$ cat src/rtl/blinky_ctr_param.sv
// Prescaled LED counter with up/down/ping-pong/hold modes, load, wrap or saturate,
// and binary or Gray-coded registered LED output plus step/wrap pulses.
module blinky_ctr_param #(
  parameter int unsigned WIDTH    = 8,
  parameter int unsigned PRESCALE = 1,
  parameter int unsigned SATURATE = 0,
  parameter int unsigned GRAY_OUT = 0
) (
  input  logic             clk,
  input  logic             rst_n,
  input  logic             en,
  input  logic [1:0]       mode,
  input  logic             load,
  input  logic [WIDTH-1:0] load_val,
  output logic [WIDTH-1:0] leds,
  output logic             tick,
  output logic             wrap
);

  localparam int unsigned      PW       = (PRESCALE > 1) ? $clog2(PRESCALE) : 1;
  localparam logic [PW-1:0]    PRE_LAST = PW'(PRESCALE - 1);
  localparam logic [WIDTH-1:0] CNT_MAX  = '1;

  typedef enum logic {DIR_UP, DIR_DOWN} dir_e;
  typedef enum logic [1:0] {
    MODE_UP   = 2'b00,
    MODE_DOWN = 2'b01,
    MODE_PING = 2'b10,
    MODE_HOLD = 2'b11
  } mode_e;

  logic [WIDTH-1:0] count_q, count_d;
  logic [PW-1:0]    presc_q, presc_d;
  dir_e             dir_q, dir_d;
  logic [WIDTH-1:0] leds_q, leds_d;
  logic             tick_q, tick_d;
  logic             wrap_q, wrap_d;
  logic             step;

  always_comb begin
    count_d = count_q;
    presc_d = presc_q;
    dir_d   = dir_q;
    tick_d  = 1'b0;
    wrap_d  = 1'b0;
    step    = en && (presc_q == PRE_LAST);

    if (load) begin
      count_d = load_val;
      presc_d = '0;
      dir_d   = (load_val == CNT_MAX) ? DIR_DOWN : DIR_UP;
    end else if (en) begin
      if (!step) begin
        presc_d = presc_q + PW'(1);
      end else begin
        presc_d = '0;
        tick_d  = 1'b1;
        case (mode)
          MODE_UP: begin
            if (count_q != CNT_MAX) begin
              count_d = count_q + WIDTH'(1);
            end else if (SATURATE == 0) begin
              count_d = '0;
              wrap_d  = 1'b1;
            end
          end
          MODE_DOWN: begin
            if (count_q != '0) begin
              count_d = count_q - WIDTH'(1);
            end else if (SATURATE == 0) begin
              count_d = CNT_MAX;
              wrap_d  = 1'b1;
            end
          end
          MODE_PING: begin
            // Turn-around reflects off the end value, so each end is shown for one step only.
            if (dir_q == DIR_UP) begin
              if (count_q == CNT_MAX) begin
                dir_d   = DIR_DOWN;
                count_d = CNT_MAX - WIDTH'(1);
                wrap_d  = 1'b1;
              end else begin
                count_d = count_q + WIDTH'(1);
              end
            end else begin
              if (count_q == '0) begin
                dir_d   = DIR_UP;
                count_d = WIDTH'(1);
                wrap_d  = 1'b1;
              end else begin
                count_d = count_q - WIDTH'(1);
              end
            end
          end
          MODE_HOLD: begin
            count_d = count_q;
          end
          default: begin
            count_d = count_q;
          end
        endcase
      end
    end

    leds_d = (GRAY_OUT != 0) ? (count_d ^ (count_d >> 1)) : count_d;
  end

  always_ff @(posedge clk or negedge rst_n) begin
    if (!rst_n) begin
      count_q <= '0;
      presc_q <= '0;
      dir_q   <= DIR_UP;
      leds_q  <= '0;
      tick_q  <= 1'b0;
      wrap_q  <= 1'b0;
    end else begin
      count_q <= count_d;
      presc_q <= presc_d;
      dir_q   <= dir_d;
      leds_q  <= leds_d;
      tick_q  <= tick_d;
      wrap_q  <= wrap_d;
    end
  end

  assign leds = leds_q;
  assign tick = tick_q;
  assign wrap = wrap_q;

endmodule
$ cat config.mk
export PLATFORM = sky130hd
export DESIGN_NAME = blinky_ctr_param
export DESIGN_NICKNAME = d
export VERILOG_FILES = /design/src/rtl/blinky_ctr_param.sv
export SDC_FILE = /design/constraint.sdc
export NUM_CORES = 1
export LEC_CHECK = 0
export ABC_AREA = 1
export ABC_CLOCK_PERIOD_IN_PS = 2210
export CAP_MARGIN = 25
export CORE_MARGIN = 4
export CORE_UTILIZATION = 53
export CTS_BUF_LIST = sky130_fd_sc_hd__clkbuf_16
export CTS_CLUSTER_DIAMETER = 200
export DETAILED_ROUTE_END_ITERATION = 10
export MAX_ROUTING_LAYER = met4
export PLACE_DENSITY = 0.9
export SYNTH_ARGS = -nofsm -noshare
export SYNTH_HDL_FRONTEND = slang
export SYNTH_SLANG_ARGS = --single-unit
$ cat constraint.sdc
create_clock -name clk -period 2.21 [get_ports clk]
set_input_delay 0.663 -clock clk [delete_from_list [all_inputs] [get_ports clk]]
set_output_delay 0.663 -clock clk [all_outputs]
set_load 0.02 [all_outputs]
### Word-level counts from Yosys, hierarchy flattened

Cells that the tools add are included.

| word-level totals | value |
|---|---|
| register bits | 12 |
| output and inout bits | 10 |
| input bits | 14 |

| operators by class | value |
|---|---|
| multiplexer cells | 31 |
| reduce and logical (&&, ||, !) cells | 9 |
| bitwise operators | 1 |
| eq/ne operators | 7 |
| add/sub/neg operators | 3 |

Operator list:

| kind | count |
|---|---|
| 8-bit two-way mux | 8 |
| 8-bit one-hot mux with 3 select lines | 1 |
| 1-bit two-way mux | 21 |
| 8-bit equality test (second input constant) | 2 |
| 8-bit by 1-bit adder with 8-bit output (second input constant) | 1 |
| 8-bit zero test | 1 |
| 8-bit inequality test (second input constant) | 1 |
| 8-bit nonzero test | 1 |
| 8-bit by 1-bit subtractor with 8-bit output (second input constant) | 1 |
| 3-bit AND reduction | 2 |
| 2-bit nonzero test | 3 |
| 2-bit equality test (second input constant) | 2 |
| 1-bit one-hot mux with 3 select lines | 1 |
| 2-bit by 1-bit equality test with 1-bit output (second input constant) | 1 |
| 2-bit zero test | 1 |
| 2-bit inequality test (second input constant) | 1 |
| 1-bit adder (second input constant) | 1 |
| 1-bit logical AND | 1 |
| 1-bit inverter | 1 |

### Depth between registers and ports, before layout

| depth | value |
|---|---|
| word-level depth | 7 |
| depth in mapped cells | 13 |

### Worst setup path after synthesis

Ideal clock, no wire load.

| path | value |
|---|---|
| path type | reg-to-reg |
| start | reg, netlist name leds[0] |
| end | reg leds_q[2] (netlist: leds[2]) |
| buffers on the path | 0 |
| clock period less this slack | 1697 ps |
| stages on the path, launching flop included | 11 |
| arrival | 1581 ps |
| setup slack | 513 ps |
| data required time | 2094 ps |
| library setup time | 116 ps |
| cells stage by stage | dfrtp_1 > inv_2 > ha_1 > xor2_1 > or2_2 > nand3_1 > nand2_1 > nand2_1 > nand2_1 > nand2_1 > nand2_1 |

RTL lines:

| element | line | RTL |
|---|---|---|
| to (signal assigned) | 120 | `leds_q <= leds_d;` |
| to (decl) | 35 | `logic [WIDTH-1:0] leds_q, leds_d;` |

### Final worst setup path

| path | value |
|---|---|
| start | reg leds_q[4] (netlist: leds[4]) |
| end | out leds[4] |

RTL lines:

| element | line | RTL |
|---|---|---|
| to (decl) | 15 | `output logic [WIDTH-1:0] leds,` |

No word-level cell between the ends.

==> flow_summary.rst <==
.. list-table::
   :header-rows: 1

   * - Metric
     - Value
   * - Cell area reported after detailed placement
     - 1640 um^2
   * - Detailed-routing wirelength on met1
     - 1710 um
   * - Post-cts repair resize count
     - 0
   * - Biggest cell delay along the critical path
     - 0.67 ns
   * - Final design instance area without fill
     - 1720 um^2
   * - Total length of routed wires
     - 3960 um
   * - Post-Syn Area
     - 1370 um^2
   * - Starting density of the core
     - 55.3%
   * - Non-filler cells, final
     - 282
   * - Family with the most delay on the worst path
     - buffers and inverters
   * - Total Routing Usage GR
     - 24.8%
   * - Maximum clock insertion buffer count
     - 2
   * - Time the final worst path needs with I/O delays and setup
     - 2.10 ns
   * - Fraction of final layout cells sized beyond drive strength 1
     - 11.5%
   * - Worst setup EP type
     - primary output
   * - Final ANT Viol Nets
     - 0
   * - Worst Path Max Fanout
     - 8
   * - Startpoint-to-endpoint class of the critical path
     - flop to primary output
   * - Vertical die dimension
     - 58.8 um
   * - Standard cell core area
     - 2480 um^2
   * - Detailed-route vias per instance
     - 5.52
   * - Required @ worst endpoint
     - 1.55 ns
   * - Clock Sinks
     - 12
   * - Post-synthesis average cell area
     - 6.17 um^2
   * - Core Rows
     - 18
   * - Final core utilization
     - 69.2%
   * - Share of the yosys chip area belonging to registers
     - 21.9%
   * - Area fraction of the dominant cell type after synthesis
     - 23.0%
   * - TritonCTS buffer count
     - 3
   * - Global placer's final weighted congestion
     - 0.970
   * - Vias in the first global route
     - 1434
   * - Port Buffers
     - 23
   * - Top post-synthesis cells by area
     - sky130_fd_sc_hd__nand2_1, sky130_fd_sc_hd__dfrtp_1, sky130_fd_sc_hd__ha_1, sky130_fd_sc_hd__nand3_1, sky130_fd_sc_hd__inv_1
   * - Die span in x
     - 58.8 um
   * - Estimated wirelength of the detail-placed design
     - 3080 um
   * - Placed cell count
     - 278
   * - Clock insertion delay at the later pin of the skew report
     - 0.25 ns
   * - Maximum number of pins on one net before global-route repair
     - 13
   * - Layout overhead on the synthesized area
     - 25.2%
   * - Distinct cells, synth
     - 32
   * - Peak ir drop on the vdd network
     - 0.000580 V
   * - Unrepaired setup endpoints after global routing
     - no
   * - Number of nets in the finished design
     - 275
   * - Remaining Overflow, GRT
     - 0
   * - Final worst path period share
     - 95.0%
   * - Setup Slack @ Placement
     - -0.0518 ns
   * - Result of the run
     - finished clean
   * - Initial antenna violation count
     - 0
   * - Highest metal layer with signal wires
     - met4
   * - Routed length per instance
     - 14.0 um
   * - Buf+Inv Stages, Crit Path
     - 1
   * - Cells after synthesis
     - 222
   * - Violation count after the first detailed-route iteration
     - 68
   * - Max-cap viol count
     - 0
   * - Routed wire length on met2
     - 1810 um
   * - Hold slack final
     - 0.536 ns
   * - Crit start category
     - flop
   * - Async set-or-reset flop fraction in the synthesized netlist
     - 100%
   * - Total inserted antenna cells
     - 0
   * - Type of the tightest min-delay check
     - flop to flop
   * - Dominant register cell in the synthesized netlist
     - sky130_fd_sc_hd__dfrtp_1
   * - Slowest stage cell on the critical path
     - sky130_fd_sc_hd__clkdlybuf4s50_1
   * - Number of synthesized flops with an enable pin
     - 0
   * - 1st-pass router iterations
     - 5
   * - Data arrival time of the worst path
     - 1.44 ns
   * - Final number of max-transition violations
     - 0
   * - Remaining DRCs
     - 0
   * - Final Skew
     - 0.00336 ns
   * - I/O pin count
     - 24
   * - Global-route wire length before repair
     - 6430 um
   * - Die ar.
     - 3460 um^2
   * - CP Cell Sequence
     - clkdlybuf4s50_1
   * - Clock Pin Slew Worst Setup and Hold Paths
     - 0.05 ns
   * - Total of warnings raised by yosys
     - 0
   * - Final setup vio count
     - 0
   * - Crit path setup slack, layout
     - 0.111 ns
   * - Power density over the cells
     - 640 nW/um^2
   * - WL met3
     - 337 um
   * - Maximum frequency from static timing analysis
     - 476 MHz
   * - Number of synthesized register bits
     - 12
   * - Leakage power
     - 0.873 nW
   * - Root buffer selected by CTS
     - sky130_fd_sc_hd__clkbuf_16
   * - Total via count after detailed routing
     - 1556
   * - Slew at the pin closest to its max-slew limit
     - 0.591 ns
   * - Post-CTS repair timing setup buffer count
     - 0
   * - Number of endpoints with negative hold slack in the final report
     - 0
   * - Post-synthesis net count
     - 244
   * - Post-cts hold buffer count
     - 0
   * - CTS tree
     - built
   * - CTS H-tree depth
     - 1
   * - Worst relative slew slack
     - 60.5%
   * - Cell type with the largest total area after synthesis
     - sky130_fd_sc_hd__nand2_1
-- cell usage in the layout (no fill, tap or decap) --
cell type	count
sky130_fd_sc_hd__o211ai_1	3
sky130_fd_sc_hd__clkinv_1	2
sky130_fd_sc_hd__a22oi_1	1
sky130_fd_sc_hd__xor2_1	4
sky130_fd_sc_hd__or2_2	2
sky130_fd_sc_hd__nor2_1	19
sky130_fd_sc_hd__nor3_1	1
sky130_fd_sc_hd__nor4_1	1
sky130_fd_sc_hd__xnor2_1	1
sky130_fd_sc_hd__a21oi_4	1
sky130_fd_sc_hd__a31oi_1	4
sky130_fd_sc_hd__a21oi_1	3
sky130_fd_sc_hd__nand3_2	1
sky130_fd_sc_hd__buf_4	9
sky130_fd_sc_hd__clkdlybuf4s50_1	23
sky130_fd_sc_hd__nor2_4	1
sky130_fd_sc_hd__nand2_2	1
sky130_fd_sc_hd__o22ai_1	1
sky130_fd_sc_hd__o221ai_1	1
sky130_fd_sc_hd__inv_4	1
sky130_fd_sc_hd__inv_1	21
sky130_fd_sc_hd__clkbuf_16	3
sky130_fd_sc_hd__nand3_1	18
sky130_fd_sc_hd__nand2_4	1
sky130_fd_sc_hd__nand2_1	84
sky130_fd_sc_hd__o21ai_0	10
sky130_fd_sc_hd__o21ai_1	3
sky130_fd_sc_hd__nand4_1	3
sky130_fd_sc_hd__ha_1	8
sky130_fd_sc_hd__dfrtp_1	12
sky130_fd_sc_hd__inv_2	5
sky130_fd_sc_hd__nor2_2	4
-- routing by layer --
layer / track usage, % / vias to the layer above
met5: - / -
met4: 8.74 / 0
met3: 2.41 / 14
met2: 38.2 / 88
met1: 33.9 / 688
li1: - / 766
-- registers in the layout, summed over array words and instances (netlist names) --
| signal | flops |
|---|---|
| wrap | 1 |
| tick | 1 |
| presc_q | 1 |
| dir_q | 1 |
| leds | 8 |
-- synthesized netlist by cell type, types with 4 or more instances --
master	number
sky130_fd_sc_hd__xor2_1	4
sky130_fd_sc_hd__nor2_2	4
sky130_fd_sc_hd__nand2_1	84
sky130_fd_sc_hd__o21ai_0	10
sky130_fd_sc_hd__a31oi_1	4
sky130_fd_sc_hd__inv_2	5
sky130_fd_sc_hd__ha_1	8
sky130_fd_sc_hd__nand3_1	18
sky130_fd_sc_hd__inv_1	21
sky130_fd_sc_hd__dfrtp_1	12
sky130_fd_sc_hd__nor2_1	19
-- area by class of cell --
class / instances / area [um^2]
Clock buffer: 3 / 75.1
Clock inverter: 1 / 3.75
Fill cell: 213 / 762
Inverter: 28 / 108
Multi-Input combinational cell: 176 / 893
Sequential cell: 12 / 300
Tap cell: 30 / 37.5
Timing Repair Buffer: 32 / 298
-- through the flow --
step / total power [mW] / TNS [ns]
6_report: 1.10 / 0
5_1_grt: 1.15 / 0
4_1_cts: 1.08 / 0
3_5_place_dp: 0.739 / -0.283
3_3_place_gp: 0.735 / 0
2_1_floorplan: 0.584 / 0
-- worst paths after layout --
path                       slack (ns)  cells after the start             endpoint                start
setup reg to reg                 0.33                     10  leds[2]$_DFFE_PN0P_  leds[0]$_DFFE_PN0P_
max in group asynchronous        1.03                      1  leds[5]$_DFFE_PN0P_                rst_n
min in group asynchronous        0.79                      1  presc_q$_DFFE_PN0P_                rst_n
setup / recovery                 0.11                      1              leds[4]  leds[4]$_DFFE_PN0P_
hold / removal                   0.54                      2  presc_q$_DFFE_PN0P_  presc_q$_DFFE_PN0P_
hold reg to reg                  0.54                      2  presc_q$_DFFE_PN0P_  presc_q$_DFFE_PN0P_
-- cell families (layout without fill, tap and decap cells) --
kind of cell / count (synthesis) / in the layout / share of synthesized area, %
flops: 12 / 12 / 21.9
compound gates: 27 / 27 / 12.1
simple gates: 136 / 136 / 42.6
fa+ha+maj: 8 / 8 / 7.31
buf+inv: 34 / 64 / 12.9
xor+xnor: 5 / 5 / 3.20
-- report_power, final --
group / total [mW] / internal [mW] / switching (mW)
clock network: 0.345 / 0.239 / 0.106
logic: 0.465 / 0.183 / 0.282
registers: 0.287 / 0.244 / 0.0430
(Power assumes the default switching activity.)
